$ cat config.mk
export PLATFORM = sky130hd
export DESIGN_NAME = pack_leb128_flat
export DESIGN_NICKNAME = d
export VERILOG_FILES = /design/src/rtl/pack_leb128_if.sv /design/src/rtl/pack_leb128.sv /design/src/flat_wrapper.sv
export SDC_FILE = /design/constraint.sdc
export NUM_CORES = 1
export LEC_CHECK = 0
export CAP_MARGIN = 40
export CELL_PAD_IN_SITES_DETAIL_PLACEMENT = 1
export CELL_PAD_IN_SITES_GLOBAL_PLACEMENT = 2
export CORE_MARGIN = 2
export CORE_UTILIZATION = 31
export CTS_CLUSTER_DIAMETER = 120
export DETAILED_ROUTE_END_ITERATION = 8
export GPL_TIMING_DRIVEN = 1
export PLACE_DENSITY_LB_ADDON = 0.3
export SYNTH_ARGS = -nofsm -noshare
export SYNTH_HDL_FRONTEND = slang
export SYNTH_SLANG_ARGS = --single-unit
$ cat constraint.sdc
create_clock -name clk -period 5.1 [get_ports clk]
set_input_delay 1.02 -clock clk [delete_from_list [all_inputs] [get_ports clk]]
set_output_delay 1.02 -clock clk [all_outputs]
set_load 0.01 [all_outputs]
$ cat src/rtl/pack_leb128_if.sv
// Handshake bundle for the LEB128 encoder: one value in, a stream of bytes out.
interface pack_leb128_if #(
    parameter int DATA_W = 64,
    parameter int CNT_W  = 4
);
    logic [DATA_W-1:0] in_value;
    logic              in_signed;
    logic              in_is32;
    logic              in_stb;
    logic              in_ack;
    logic [7:0]        out_byte;
    logic              out_last;
    logic              out_stb;
    logic              out_ack;
    logic [CNT_W-1:0]  out_count;

    // Producer of values / consumer of bytes
    modport master (
        output in_value, in_signed, in_is32, in_stb, out_ack,
        input  in_ack, out_byte, out_last, out_stb, out_count
    );

    // The encoder itself
    modport slave (
        input  in_value, in_signed, in_is32, in_stb, out_ack,
        output in_ack, out_byte, out_last, out_stb, out_count
    );
endinterface

$ cat src/rtl/pack_leb128.sv
// Sequential LEB128 encoder: latches one integer, then streams its encoding
// LSB group first, one byte per out handshake. Signed and unsigned, 32/64-bit.
module pack_leb128 #(
    parameter int DATA_W = 64,
    parameter int CNT_W  = 4
) (
    input  logic         clk,
    input  logic         reset,
    pack_leb128_if.slave bus
);
    typedef enum logic {IDLE, EMIT} state_t;

    state_t            state_q, state_d;
    logic [DATA_W-1:0] v_q, v_d;
    logic              sgn_q, sgn_d;
    logic [CNT_W-1:0]  cnt_q, cnt_d;

    logic [DATA_W-1:0] ext_v;
    logic [DATA_W-1:0] rest;
    logic              last;

    // Widen the incoming value: 32-bit inputs ignore in_value[DATA_W-1:32]
    always_comb begin
        ext_v = bus.in_value;
        if (bus.in_is32) begin
            if (bus.in_signed) ext_v = DATA_W'($signed(bus.in_value[31:0]));
            else               ext_v = DATA_W'(bus.in_value[31:0]);
        end
    end

    // Remaining groups after this byte and the termination test
    always_comb begin
        if (sgn_q) rest = DATA_W'($signed(v_q) >>> 7);
        else       rest = v_q >> 7;
        if (sgn_q) last = ((rest == '0) && !v_q[6]) || ((rest == '1) && v_q[6]);
        else       last = (rest == '0);
    end

    // State, working value and byte counter
    always_ff @(posedge clk) begin
        if (reset) begin
            state_q <= IDLE;
            v_q     <= '0;
            sgn_q   <= 1'b0;
            cnt_q   <= '0;
        end else begin
            state_q <= state_d;
            v_q     <= v_d;
            sgn_q   <= sgn_d;
            cnt_q   <= cnt_d;
        end
    end

    // Next state: accept in IDLE, shift out one group per byte handshake in EMIT
    always_comb begin
        state_d = state_q;
        v_d     = v_q;
        sgn_d   = sgn_q;
        cnt_d   = cnt_q;
        case (state_q)
            IDLE: begin
                if (bus.in_stb) begin
                    v_d     = ext_v;
                    sgn_d   = bus.in_signed;
                    cnt_d   = '0;
                    state_d = EMIT;
                end
            end
            EMIT: begin
                if (bus.out_ack) begin
                    // In IDLE the counter then reads as the encoded length
                    cnt_d = cnt_q + CNT_W'(1);
                    if (last) state_d = IDLE;
                    else      v_d     = rest;
                end
            end
            default: state_d = IDLE;
        endcase
    end

    // Outputs; byte/last forced to zero outside EMIT
    always_comb begin
        bus.in_ack    = (state_q == IDLE);
        bus.out_stb   = (state_q == EMIT);
        bus.out_byte  = (state_q == EMIT) ? {~last, v_q[6:0]} : 8'h00;
        bus.out_last  = (state_q == EMIT) && last;
        bus.out_count = cnt_q;
    end
endmodule

$ cat src/flat_wrapper.sv
// flat-port wrapper written by rule: the top's interface ports become plain ports
module pack_leb128_flat 
#(
    parameter int DATA_W = 64,
    parameter int CNT_W  = 4
)
  (clk, reset, bus_in_value, bus_in_signed, bus_in_is32, bus_in_stb, bus_out_ack, bus_in_ack, bus_out_byte, bus_out_last, bus_out_stb, bus_out_count);
  pack_leb128_if #(.DATA_W(DATA_W), .CNT_W(CNT_W)) bus_i ();
  input  logic clk;
  input  logic reset;
  input wire logic [$bits(bus_i.in_value)-1:0] bus_in_value;
  input wire logic [$bits(bus_i.in_signed)-1:0] bus_in_signed;
  input wire logic [$bits(bus_i.in_is32)-1:0] bus_in_is32;
  input wire logic [$bits(bus_i.in_stb)-1:0] bus_in_stb;
  input wire logic [$bits(bus_i.out_ack)-1:0] bus_out_ack;
  output wire logic [$bits(bus_i.in_ack)-1:0] bus_in_ack;
  output wire logic [$bits(bus_i.out_byte)-1:0] bus_out_byte;
  output wire logic [$bits(bus_i.out_last)-1:0] bus_out_last;
  output wire logic [$bits(bus_i.out_stb)-1:0] bus_out_stb;
  output wire logic [$bits(bus_i.out_count)-1:0] bus_out_count;
  assign bus_i.in_value = bus_in_value;
  assign bus_i.in_signed = bus_in_signed;
  assign bus_i.in_is32 = bus_in_is32;
  assign bus_i.in_stb = bus_in_stb;
  assign bus_i.out_ack = bus_out_ack;
  assign bus_in_ack = bus_i.in_ack;
  assign bus_out_byte = bus_i.out_byte;
  assign bus_out_last = bus_i.out_last;
  assign bus_out_stb = bus_i.out_stb;
  assign bus_out_count = bus_i.out_count;
  pack_leb128 #(.DATA_W(DATA_W), .CNT_W(CNT_W)) u_core (.clk(clk), .reset(reset), .bus(bus_i));
endmodule
# Word level (Yosys, flattened, before mapping)
# Cells that the tools add are included.
# Widths: inputs -> output; s select.
word_totals:
  regBits: 70
  latch_bits: 0
  mem_bits_rw: 0
  mem_bits_ro: 0
  input_bits: 70
  out_inout_bits: 15
  wordCells: 36
  mem_count: 0
op_classes:
  n_addsub: 1
  n_mul: 0
  div_mod_pow: 0
  order_cmp: 0
  n_eq_ne: 4
  shift: 0
  mux: 16
  bitwise_logic: 2
  reduce_logical: 9
ops:
  columns: ["op", "n"]
  rows:
  - ["$mux 64", 6]
  - ["$pmux 64 s2", 1]
  - ["$eq 64x64->1 const B", 1]
  - ["$logic_not 64->1", 1]
  - ["$mux 4", 2]
  - ["$mux 8", 1]
  - ["$pmux 4 s2", 1]
  - ["$ne 2x2->1 const B", 3]
  - ["$add 4x1->4 const B", 1]
  - ["$mux 1", 4]
  - ["$reduce_and 2->1", 2]
  - ["$logic_and 1x1->1", 3]
  - ["$reduce_and 3->1", 1]
  - ["$not 1->1", 2]
  - ["$pmux 1 s2", 1]
  - ["$logic_not 1->1", 1]
  - ["$logic_or 1x1->1", 1]

# Longest topological paths before layout
depth:
  ltp_word: 8
  ltp_mapped: 8
  mapped_depth_nobuf: 5

# Worst setup path before layout
# Ideal clock, no wire load.
synth_path:
  kind: "reg-to-output"
  start: "register u_core.v_q[22]"
  end: "output port bus_out_last"
  arrival_time_ns: 1.886
  required_ns: 4.080
  path_slack_ns: 2.194
  path_stages_with_launch: 8
  path_buffers: 2
  cell_sequence: "dfxtp_1 nor4_1 nand4_1 or4_1 buf_2 and2_0 clkbuf_1 nor2_1"
synth_between:
  elab_chain_cells: 6
  elab_cells_between_ends: 8
  classes_between: "1 x eq/ne; 2 x mux; 5 x reduce/logical"
synth_rtl:
  columns: ["item", "line", "rtl"]
  rows:
  - ["start, declared", "pack_leb128.sv:14", "logic [DATA_W-1:0] v_q, v_d;"]
  - ["start signal, assigned", "pack_leb128.sv:48", "v_q <= v_d;"]
  - ["$mux 64 *", "pack_leb128.sv:33", "if (sgn_q) rest = DATA_W'($signed(v_q) >>> 7);"]
  - ["$eq 64x64->1 or $logic_not 64->1 (tied branches)", "pack_leb128.sv:35, pack_leb128.sv:36", null]
  - ["$logic_and 1x1->1", "pack_leb128.sv:35", "if (sgn_q) last = ((rest == '0) && !v_q[6]) || ((rest == '1) && v_q[6]);"]
  - ["$logic_or 1x1->1", "pack_leb128.sv:35", null]
  - ["$mux 1 *", "pack_leb128.sv:35", null]
  - ["$logic_and 1x1->1 *", "pack_leb128.sv:86", "bus.out_last = (state_q == EMIT) && last;"]
  - ["end, declared", "flat_wrapper.sv:18", "output wire logic [$bits(bus_i.out_last)-1:0] bus_out_last;"]
# Every way passes the cells marked *; elsewhere a longest branch is shown, timed or not.

# Final worst setup path
layout_path:
  start: "register u_core.v_q[63]"
  end: "output port bus_out_last"
# Same word-level chain as after synthesis.

==> summary.md <==
| Metric | Value |
|---|---|
| Finish-stage setup viols | `0` |
| Fillcell total | `1,436` |
| Post-synthesis cell count | `463` |
| Growth of design area from synthesis to finish | `31.49%` |
| DRC Markers | `0` |
| Final hold violations | `0` |
| Data arrival time of the critical path | `a little over 3000 ps` |
| Cell occurring most often along the worst timing path | `sky130_fd_sc_hd__nand4_1` |
| Setup slack of the worst register-to-register path | `approximately 2400 ps` |
| Number of buffers added to fix hold violations after cts | `0` |
| Vertical extent of the die | `113.6 µm` |
| Number of cells on the worst reg-to-reg path | `5` |
| Count of instances resized after the clock tree is built | `0` |
| Avg Vias per Cell | `5.711` |
| Tot Pwr | `1491 µW` |
| Buffer depth of the longest clock path | `2` |
| Clock insertion delay at the later pin of the skew report | `330 ps` |
| Final design instance area without fill | `0.004896 mm²` |
| Gr ovfl total | `0` |
| TritonCTS buffer count | `9` |
| Vias in the first global route | `3,785` |
| Share of the cycle needed by the critical path after routing | `between 80% and 90%` |
| Post-Synthesis Net Count | `534` |
| Global-route layer with the greatest usage | `met2` |
| Count of cell types in the netlist | `31` |
| Largest voltage drop on the vdd net | `0.1262 mV` |
| Max Cap Violations | `0` |
| Overall track demand over capacity in global routing | `19.18%` |
| Synthesized cell area | `0.003724 mm²` |
| CP peak stage delay | `600 ps` |
| Least-Margin Pin Slew | `813.8 ps` |
| Die X | `about 110 µm` |
| Status | `completed` |
| CTS sink cnt | `70` |
| Critical Path Start Type | `flip-flop` |
| Most used DFF post-synth | `sky130_fd_sc_hd__dfxtp_1` |
| Worst setup timing slack at the placement stage | `1362 ps` |
| Register area share after synthesis | `37.63%` |
| Leakage | `0.001971 µW` |
| Minimum setup slack in the final design | `a little under 1000 ps` |
| Buffers inserted during post-CTS setup optimization | `0` |
| Largest fanout of any net on the critical path | `12` |
| Count of input and output buffers | `84` |
| Top-count cell post-synth | `sky130_fd_sc_hd__dfxtp_1` |
| List of most frequent post-synthesis cells | `sky130_fd_sc_hd__dfxtp_1, sky130_fd_sc_hd__a211o_1, sky130_fd_sc_hd__nand2_1, sky130_fd_sc_hd__a21oi_1, sky130_fd_sc_hd__nor2_1` |
| Max H-tree Level | `3` |
| Global routing met3 resource utilization | `under 10%` |
| Number of antenna diodes | `0` |
| Clock transition at the register clock pins on the worst setup and hold paths after CTS | `60 ps` |
| First DRT Iteration DRCs | `277` |
| Sum of negative setup slack | `0 ps` |
| Flip-flop and latch count after synthesis | `70` |
| WP data required | `4080 ps` |
| Cell type with the highest aggregate area in the netlist | `sky130_fd_sc_hd__dfxtp_1` |
| Share of post-route cells with drive strength above 1 | `4.990%` |
| Async SR Flop Fraction | `0%` |
| Clock root buffer | `sky130_fd_sc_hd__clkbuf_16` |
| Series of cell instances along the critical path | `nand4_1, nor4_1, nand4_1, and2_0, nor2_1, clkdlybuf4s50_1` |
| Starting Density | `31.39%` |
| Met1 track utilization from global routing | `26.46%` |
| Fin nets | `a little under 600` |
| Endpoint of the worst-slack reg-to-reg timing path | `u_core.v_q[59]$_SDFFE_PP0P_` |
| GR Util met2 | `a little under a third` |
| Area of the core | `~0.012 mm²` |
| Type of the worst min-delay path | `reg2reg` |
| Largest cells by area after synthesis | `sky130_fd_sc_hd__dfxtp_1, sky130_fd_sc_hd__a211o_1, sky130_fd_sc_hd__a22oi_1` |
| Shortest clock period the worst path allows after layout | `just over 4000 ps` |
| Area share of the largest cell type after synthesis | `37.63%` |
| Startpoint of the worst register-to-register path | `u_core.v_q[63]$_SDFFE_PP0P_` |
| Element type at the critical path end | `output pin` |
| Critical Path End | `bus_out_last` |
| Power per Cell Area | `304.5 mW/mm²` |
| CTS tree | `yes` |
| ANT nets after route | `0` |
| Worst path slowest cell | `sky130_fd_sc_hd__dfxtp_1` |
| Critical path launch point | `u_core.v_q[63]$_SDFFE_PP0P_` |
| Cell area reported after detailed placement | `0.004588 mm²` |
| Max-slew headroom | `45.75%` |
| First-pass DRT Iterations | `4` |
| Post-synth EDFFs | `0` |
| Wire per inst | `18.55 µm` |
| Max Clock Freq | `between 0.2 and 0.25 GHz` |
| Mean Syn Cell Area | `8.042 µm²` |
| Antenna violations before repair | `0` |
| First-pass GRT wire length | `19.94 mm` |
| Setup Skew | `about 9.2 ps` |
| Detailed placement HPWL | `8.334 mm` |
| Unrepaired setup endpoints after global routing | `no` |
| Syn. warnings | `0` |
| Area enclosed by the die boundary | `approximately 0.013 mm²` |
| Maximum number of pins on one net before global-route repair | `58` |
| Global placer's final weighted congestion | `0.8582` |
| Max Transition Viols Final | `0` |
| Vias | `3,815` |
| Final wirelength | `12.39 mm` |
| Type of the setup path with the least slack | `reg2out` |
| Placement Rows | `40` |
| IO Pins | `between 80 and 90` |
-- how the worst min path moves through the flow --
| stage | cells after the start | startpoint | to |
|---|---|---|---|
| floorplan | 1 | u_core.v_q[32]$_SDFFE_PP0P_ | u_core.v_q[25]$_SDFFE_PP0P_ |
| global placement | 1 | u_core.v_q[36]$_SDFFE_PP0P_ | u_core.v_q[29]$_SDFFE_PP0P_ |
| detailed placement | 1 | u_core.v_q[40]$_SDFFE_PP0P_ | u_core.v_q[33]$_SDFFE_PP0P_ |
| CTS | 1 | u_core.v_q[40]$_SDFFE_PP0P_ | u_core.v_q[33]$_SDFFE_PP0P_ |
| global route | 1 | u_core.v_q[40]$_SDFFE_PP0P_ | u_core.v_q[33]$_SDFFE_PP0P_ |
| finish | 1 | u_core.v_q[40]$_SDFFE_PP0P_ | u_core.v_q[33]$_SDFFE_PP0P_ |
-- area by class of cell --
class / instances / area [µm²] / area share [%]
timing repair buffer: 89 / 873.3 / 17.84
tap: 147 / 183.9 / 3.757
multi-input combinational: 345 / 2126 / 43.42
sequential: 70 / 1401 / 28.62
inverter: 1 / 3.754 / 0.07667
clock buffer: 10 / 239.0 / 4.881
clock inverter: 6 / 68.82 / 1.406
-- cells in the final DEF (no fill, tap or decap), drive strengths merged --
cell type / netlist / final
o221ai: 7 / 7
nand4: 26 / 26
o21ai: 34 / 34
clkinvlp: 0 / 4
mux2i: 1 / 1
nor3: 5 / 5
a22oi: 32 / 32
clkbuf: 34 / 10
a211oi: 1 / 1
or4: 1 / 1
and3: 3 / 3
a21oi: 38 / 38
a31oi: 1 / 1
nor2b: 33 / 33
bufinv: 0 / 1
clkdlybuf4s50: 0 / 83
nand2: 42 / 42
or2: 1 / 1
ha: 1 / 1
and2: 8 / 8
inv: 1 / 2
dfxtp: 70 / 70
buf: 13 / 6
nand3: 2 / 2
nor4: 16 / 16
a32oi: 1 / 1
a211o: 50 / 50
nor2: 35 / 35
a311o: 7 / 7
-- registers in the layout, indices dropped and copies added, names as in the netlist --
name	count
u_core.v_q	64
u_core.bus.out_count	4
u_core.bus.out_stb	1
u_core.sgn_q	1
-- kinds of logic (layout without fill, tap and decap cells) --
| family | Yosys count | in the layout | synth area share, % |
|---|---|---|---|
| AND/OR/NAND/NOR | 172 | 172 | 23.66 |
| multiplexers | 1 | 1 | 0.2688 |
| AO/OA/AOI/OAI | 171 | 171 | 32.02 |
| buffers and inverters | 48 | 106 | 6.082 |
| flip-flops | 70 | 70 | 37.63 |
| adder cells (fa/ha/maj) | 1 | 1 | 0.3360 |
-- per-stage QoR --
stage | utilization, % | hold WS (ps) | cells
5_1_grt | 41.28 | 551.0 | 668
2_1_floorplan | - | 481.3 | 463
3_5_place_dp | 38.68 | 507.5 | 652
6_report | 41.28 | 521.2 | 668
4_1_cts | 41.28 | 519.7 | 668
3_3_place_gp | 38.68 | 501.7 | 652
-- worst max-delay path, delay by kind of cell, from the launching register on --
| kind | cells | cell delay, ps |
|---|---|---|
| buffers and inverters | 1 | 550 |
| flip-flops | 1 | 600 |
| AND/OR/NAND/NOR | 5 | 1620 |
-- power breakdown --
group,switching (µW),internal [µW],leakage (µW)
combinational,104,118,0.00126
sequential,45.8,580,0.000573
clock,249,394,0.000137
total,399,1090,0.00197
-- routing by layer --
metal / vias up / wire length, µm / part of all wire, %
met3: 8 / 429 / 3.5
li1: 1849 / - / -
met4: 0 / 109 / 0.88
met5: - / 0 / 0
met1: 1884 / 5924 / 48
met2: 74 / 5928 / 48
Power figures use the tool's default switching activity.
